File: config.mk
export PLATFORM = sky130hd
export DESIGN_NAME = uart_rx_edge_bit_sampler_flat
export DESIGN_NICKNAME = d
export VERILOG_FILES = /design/src/rtl/uart_rx_edge_bit_sampler_if.sv /design/src/rtl/uart_rx_edge_bit_sampler.sv /design/src/flat_wrapper.sv
export SDC_FILE = /design/constraint.sdc
export NUM_CORES = 1
export LEC_CHECK = 0
export ABC_AREA = 0
export ABC_CLOCK_PERIOD_IN_PS = 2250
export CORE_MARGIN = 2
export CORE_UTILIZATION = 31
export CTS_CLUSTER_DIAMETER = 50
export DETAILED_ROUTE_END_ITERATION = 8
export DONT_BUFFER_PORTS = 1
export GPL_TIMING_DRIVEN = 0
export HOLD_SLACK_MARGIN = 0.03
export PLACE_DENSITY = 0.45
export SLEW_MARGIN = 0
export SYNTH_ARGS = -nofsm -noshare
export SYNTH_HDL_FRONTEND = slang
export SYNTH_SLANG_ARGS = --single-unit
File: constraint.sdc
create_clock -name clk_based_on_prescale -period 2.25 [get_ports clk_based_on_prescale]
set_input_delay 0.3375 -clock clk_based_on_prescale [delete_from_list [all_inputs] [get_ports clk_based_on_prescale]]
set_output_delay 0.3375 -clock clk_based_on_prescale [all_outputs]
set_load 0.01 [all_outputs]
File: src/rtl/uart_rx_edge_bit_sampler_if.sv
// Signal bundle between the receiver FSM (master) and the oversampling
// edge/bit sampler (slave).
interface uart_rx_edge_bit_sampler_if;
  logic       RX_IN;
  logic [5:0] prescale;
  logic       edge_bit_enable;
  logic       data_sampler_enable;
  logic       rx_sync;
  logic [5:0] edge_count;
  logic [4:0] bit_count;
  logic       sampled_bit;
  logic       sample_done;
  logic       bit_done;

  modport master (
    output RX_IN, prescale, edge_bit_enable, data_sampler_enable,
    input  rx_sync, edge_count, bit_count, sampled_bit, sample_done, bit_done
  );

  modport slave (
    input  RX_IN, prescale, edge_bit_enable, data_sampler_enable,
    output rx_sync, edge_count, bit_count, sampled_bit, sample_done, bit_done
  );
endinterface

File: src/rtl/uart_rx_edge_bit_sampler.sv
// UART receive front end: synchronises RX_IN, counts oversampling edges and
// bit periods, and majority-votes three mid-bit samples into sampled_bit.
module uart_rx_edge_bit_sampler (
  input  logic                          clk_based_on_prescale,
  input  logic                          asy_reset,
  uart_rx_edge_bit_sampler_if.slave     bus
);

  logic       rx_s1_q, rx_s1_d;
  logic       rx_s2_q, rx_s2_d;
  logic       en_q, en_d;
  logic [5:0] prescale_q, prescale_d;
  logic [5:0] edge_count_q, edge_count_d;
  logic [4:0] bit_count_q, bit_count_d;
  logic       s0_q, s0_d;
  logic       s1_q, s1_d;
  logic       v0_q, v0_d;
  logic       v1_q, v1_d;
  logic       sampled_bit_q, sampled_bit_d;
  logic       sample_done_q, sample_done_d;

  logic       capture;
  logic [5:0] legal_p;
  logic [5:0] p_eff;
  logic [5:0] mid;
  logic       take;

  // The capture cycle must already count with the new ratio, so the
  // effective P bypasses prescale_q on that cycle.
  always_comb begin
    capture = bus.edge_bit_enable && !en_q;
    legal_p = (bus.prescale == 6'd8 || bus.prescale == 6'd16 || bus.prescale == 6'd32)
              ? bus.prescale : 6'd8;
    p_eff   = capture ? legal_p : prescale_q;
    mid     = p_eff >> 1;
    take    = bus.edge_bit_enable && bus.data_sampler_enable;
  end

  always_comb begin
    rx_s1_d       = bus.RX_IN;
    rx_s2_d       = rx_s1_q;
    en_d          = bus.edge_bit_enable;
    prescale_d    = p_eff;
    edge_count_d  = '0;
    bit_count_d   = '0;
    s0_d          = s0_q;
    s1_d          = s1_q;
    v0_d          = v0_q;
    v1_d          = v1_q;
    sampled_bit_d = sampled_bit_q;
    sample_done_d = 1'b0;

    if (bus.edge_bit_enable) begin
      if (edge_count_q == p_eff - 6'd1) begin
        edge_count_d = '0;
        bit_count_d  = (bit_count_q == 5'd31) ? bit_count_q : bit_count_q + 5'd1;
      end else begin
        edge_count_d = edge_count_q + 6'd1;
        bit_count_d  = bit_count_q;
      end
    end

    // Valid flags guarantee both early samples belong to the current bit.
    if (!bus.edge_bit_enable || edge_count_q == 6'd0) begin
      v0_d = 1'b0;
      v1_d = 1'b0;
    end

    if (take) begin
      if (edge_count_q == mid - 6'd1) begin
        s0_d = rx_s2_q;
        v0_d = 1'b1;
      end
      if (edge_count_q == mid) begin
        s1_d = rx_s2_q;
        v1_d = 1'b1;
      end
      if (edge_count_q == mid + 6'd1 && v0_q && v1_q) begin
        sampled_bit_d = (s0_q & s1_q) | (s0_q & rx_s2_q) | (s1_q & rx_s2_q);
        sample_done_d = 1'b1;
      end
    end
  end

  always_ff @(posedge clk_based_on_prescale) begin
    if (asy_reset) begin
      rx_s1_q       <= 1'b1;
      rx_s2_q       <= 1'b1;
      en_q          <= 1'b0;
      prescale_q    <= 6'd8;
      edge_count_q  <= '0;
      bit_count_q   <= '0;
      s0_q          <= 1'b1;
      s1_q          <= 1'b1;
      v0_q          <= 1'b0;
      v1_q          <= 1'b0;
      sampled_bit_q <= 1'b1;
      sample_done_q <= 1'b0;
    end else begin
      rx_s1_q       <= rx_s1_d;
      rx_s2_q       <= rx_s2_d;
      en_q          <= en_d;
      prescale_q    <= prescale_d;
      edge_count_q  <= edge_count_d;
      bit_count_q   <= bit_count_d;
      s0_q          <= s0_d;
      s1_q          <= s1_d;
      v0_q          <= v0_d;
      v1_q          <= v1_d;
      sampled_bit_q <= sampled_bit_d;
      sample_done_q <= sample_done_d;
    end
  end

  assign bus.rx_sync     = rx_s2_q;
  assign bus.edge_count  = edge_count_q;
  assign bus.bit_count   = bit_count_q;
  assign bus.sampled_bit = sampled_bit_q;
  assign bus.sample_done = sample_done_q;
  assign bus.bit_done    = bus.edge_bit_enable && (edge_count_q == prescale_q - 6'd1);

endmodule

File: src/flat_wrapper.sv
// flat-port wrapper written by rule: the top's interface ports become plain ports
module uart_rx_edge_bit_sampler_flat 
  (clk_based_on_prescale, asy_reset, bus_RX_IN, bus_prescale, bus_edge_bit_enable, bus_data_sampler_enable, bus_rx_sync, bus_edge_count, bus_bit_count, bus_sampled_bit, bus_sample_done, bus_bit_done);
  uart_rx_edge_bit_sampler_if bus_i ();
  input  logic clk_based_on_prescale;
  input  logic asy_reset;
  input wire logic [$bits(bus_i.RX_IN)-1:0] bus_RX_IN;
  input wire logic [$bits(bus_i.prescale)-1:0] bus_prescale;
  input wire logic [$bits(bus_i.edge_bit_enable)-1:0] bus_edge_bit_enable;
  input wire logic [$bits(bus_i.data_sampler_enable)-1:0] bus_data_sampler_enable;
  output wire logic [$bits(bus_i.rx_sync)-1:0] bus_rx_sync;
  output wire logic [$bits(bus_i.edge_count)-1:0] bus_edge_count;
  output wire logic [$bits(bus_i.bit_count)-1:0] bus_bit_count;
  output wire logic [$bits(bus_i.sampled_bit)-1:0] bus_sampled_bit;
  output wire logic [$bits(bus_i.sample_done)-1:0] bus_sample_done;
  output wire logic [$bits(bus_i.bit_done)-1:0] bus_bit_done;
  assign bus_i.RX_IN = bus_RX_IN;
  assign bus_i.prescale = bus_prescale;
  assign bus_i.edge_bit_enable = bus_edge_bit_enable;
  assign bus_i.data_sampler_enable = bus_data_sampler_enable;
  assign bus_rx_sync = bus_i.rx_sync;
  assign bus_edge_count = bus_i.edge_count;
  assign bus_bit_count = bus_i.bit_count;
  assign bus_sampled_bit = bus_i.sampled_bit;
  assign bus_sample_done = bus_i.sample_done;
  assign bus_bit_done = bus_i.bit_done;
  uart_rx_edge_bit_sampler u_core (.clk_based_on_prescale(clk_based_on_prescale), .asy_reset(asy_reset), .bus(bus_i));
endmodule
==> impl_metrics.env, run 1 <==
export IMPL_cts_buffer_depth=2
export IMPL_antenna_found_initial=0
export IMPL_dieWidth_um=82.5
export IMPL_ys_ff_latch=26
export IMPL_synth_cell_area_sq_mm=0.00191
export IMPL_critPathKind="register to register"
export IMPL_area_growth_pct=26.2
export IMPL_core_area_sq_mm=0.00596
export IMPL_max_freq_ghz=0.431
export IMPL_antenna_left=0
export IMPL_antennaDiodeCount=0
export IMPL_grt_overflow=0
export IMPL_utilization_pct=40.5
export IMPL_gp_congestion=0.802
export IMPL_synthArstFlopShare_pct=0
export IMPL_ir_drop_v=0.000244
export IMPL_cap_violations=0
export IMPL_grt_util_met1_pct=22.7
export IMPL_clk_latency_ns=0.29
export IMPL_cts_tree="done"
export IMPL_io_buffer_count=0
export IMPL_cts_sinks=26
export IMPL_grt_max_degree=16
export IMPL_syn_inst=229
export IMPL_vias=1761
export IMPL_viasPerCell=5.45
export IMPL_dp_cells=304
export IMPL_synthFlopType="dfxtp_1"
export IMPL_yosysSeqAreaShare_pct=27.2
export IMPL_wl_um=5380
export IMPL_fin_skew_ns=0.00822
export IMPL_grtUsageMet2_pct=26.3
export IMPL_gr_usage_met3_pct=3.48
export IMPL_synth_edf_count=0
export IMPL_min_path_type="primary input to register"
export IMPL_cp_arrival_ns=2.54
export IMPL_instances_no_fill=323
export IMPL_num_rows=28
export IMPL_avgSynthCellArea_sq_um=8.35
export IMPL_clkTransAtPathRegs_ns=0.10
export IMPL_clockRootBuffer="clkbuf_8"
export IMPL_setup_ws_ns=-0.0711
export IMPL_leakagePower_uw=0.000846
export IMPL_h_tree_depth=1
export IMPL_total_power_uw=965
export IMPL_period_share_pct=103
export IMPL_place_ws_ns=-0.394
export IMPL_worstPathMaxFanout=6
export IMPL_period_minus_slack_ns=2.32
export IMPL_cellPowerDensity_mw_per_mm2=400
export IMPL_cts_buffers=3
export IMPL_dp_hpwl_um=3810
export IMPL_outcome="finished with violations"
export IMPL_hold_buffers=0
export IMPL_initial_utilization_pct=32.1
export IMPL_synth_warnings=0
export IMPL_grt_pass1_wl_um=8390
export IMPL_io_pins=26
export IMPL_fin_area_sq_mm=0.00241
export IMPL_grt_pass1_vias=1605
export IMPL_synth_area_leader_cell="dfxtp_1"
export IMPL_finalNetCount=266
export IMPL_netlist_area_leader_share_pct=27.2
export IMPL_rsz0062_at_grt="yes"
export IMPL_crit_path_end_kind="register"
export IMPL_violations="negative setup slack"
export IMPL_hold_viol=0
export IMPL_mostFrequentLayoutCells="19 x nand2_1, 19 x dfxtp_1, 18 x nor2_1, 17 x buf_4, 13 x xnor2_1"
export IMPL_drive_gt1_share_pct=29.8
export IMPL_top_usage_layer="met2"
export IMPL_wl_per_cell_um=16.7
export IMPL_slew_viol_final=0
export IMPL_drc=0
export IMPL_setup_viol=4
export IMPL_cp_start_kind="register"
export IMPL_placed_area_sq_mm=0.00203
export IMPL_drt_iter0_drc=104
export IMPL_worst_pin_slew_ns=0.524
export IMPL_synth_area_leaders="dfxtp_1 27%, xnor2_1 6.9%, mux2i_1 4.2%"
export IMPL_syn_nets=246
export IMPL_required_ns=2.47
export IMPL_fp_dieH_um=82.5
export IMPL_synthDistinctLibCells=60
export IMPL_grtUsageTotal_pct=16.5
export IMPL_drtPass1Iterations=4
export IMPL_slew_headroom_pct=65.1
export IMPL_die_area_sq_mm=0.00681
[worst max-delay path: stages (launching register included)]
cell and delay (ns):
dfxtp_4 0.37, nand2b_4 0.15, buf_6 0.13, and3_4 0.16, or4_1 0.46, mux2_4 0.32
a2111oi_4 0.29, buf_4 0.19, mux2i_1 0.18
[Yosys cell counts (all sizes together), types with 3 or more instances]
master	n
dfxtp	26
nand2	19
nor2	19
xnor2	15
nor3	13
clkbuf	12
nand3	9
o21ai	9
inv	8
mux2i	8
xor2	8
ha	6
nand2b	6
a2111oi	5
a211oi	4
a21oi	4
and3	4
nor4	4
buf	3
[layout make-up]
cell class / instances / area (sq um)
Buffer: 13 / 125
Clock buffer: 3 / 41.3
Clock inverter: 1 / 30.0
Fill cell: 608 / 3540
Inverter: 8 / 30.0
Multi-Input combinational cell: 180 / 1430
Sequential cell: 26 / 537
Tap cell: 75 / 93.8
Timing Repair Buffer: 17 / 128
[timing repair]
item | CTS | global route
pin swaps | 9 | 3
endpoints found under the hold margin | 0 | 0
endpoints found under the setup margin | 18 | 17
resized for setup | 37 | 19
buffers inserted | 9 | 8
[per-layer routing]
layer,wire length (um),share of wire (%),vias to the layer above
met5,0,0,-
met4,79,1.5,0
met3,296,5.5,7
met2,2380,44,45
met1,2620,49,847
li1,-,-,862
[power breakdown]
group	switching [uW]	total [uW]	internal (uW)
combinational	46.9	84.1	37.2
clock	174	413	239
sequential	6.01	468	462
total	227	965	738
[path summary, 6_finish.rpt]
check                                    start                      end  slack, ns  cells after the start
worst max register to register     u_core.en_q  u_core.bus.bit_count[4]      -0.07                      8
worst min-delay path                 bus_RX_IN           u_core.rx_s1_q       0.15                      1
worst min register to register  u_core.rx_s1_q       u_core.bus.rx_sync       0.42                      1
worst max-delay path               u_core.en_q  u_core.bus.bit_count[4]      -0.07                      8
[cells by family (layout without fill, tap and decap cells)]
logic type	count (synthesis)	count (layout)	share of synthesized area, %
and+or+nand+nor	97	97	28.5
muxes	9	9	4.78
DFF	26	26	27.2
AOI/OAI and AO/OA	44	44	19.4
adders and majority gates	7	7	4.45
xor gates and xnor gates	23	23	10.5
buffers and inverters	23	42	5.04
[through the flow]
stage	hold slack (ns)	TNS [ns]
final	0.149	-0.221
after floorplan	0.389	-0.108
after CTS	0.144	-0.241
after detailed placement	0.403	-3.49
after global routing	0.137	-1.12
after global placement	0.392	-3.80
No activity file was read; power rests on OpenSTA's default activity.
==> run 2: changes to the inputs <==
Settings changed: ABC_CLOCK_PERIOD_IN_PS 2250 to unset, CAP_MARGIN set to 10.
==> results of run 2 <==
The final DEF is identical to that of run 1; final timing and power are the same.
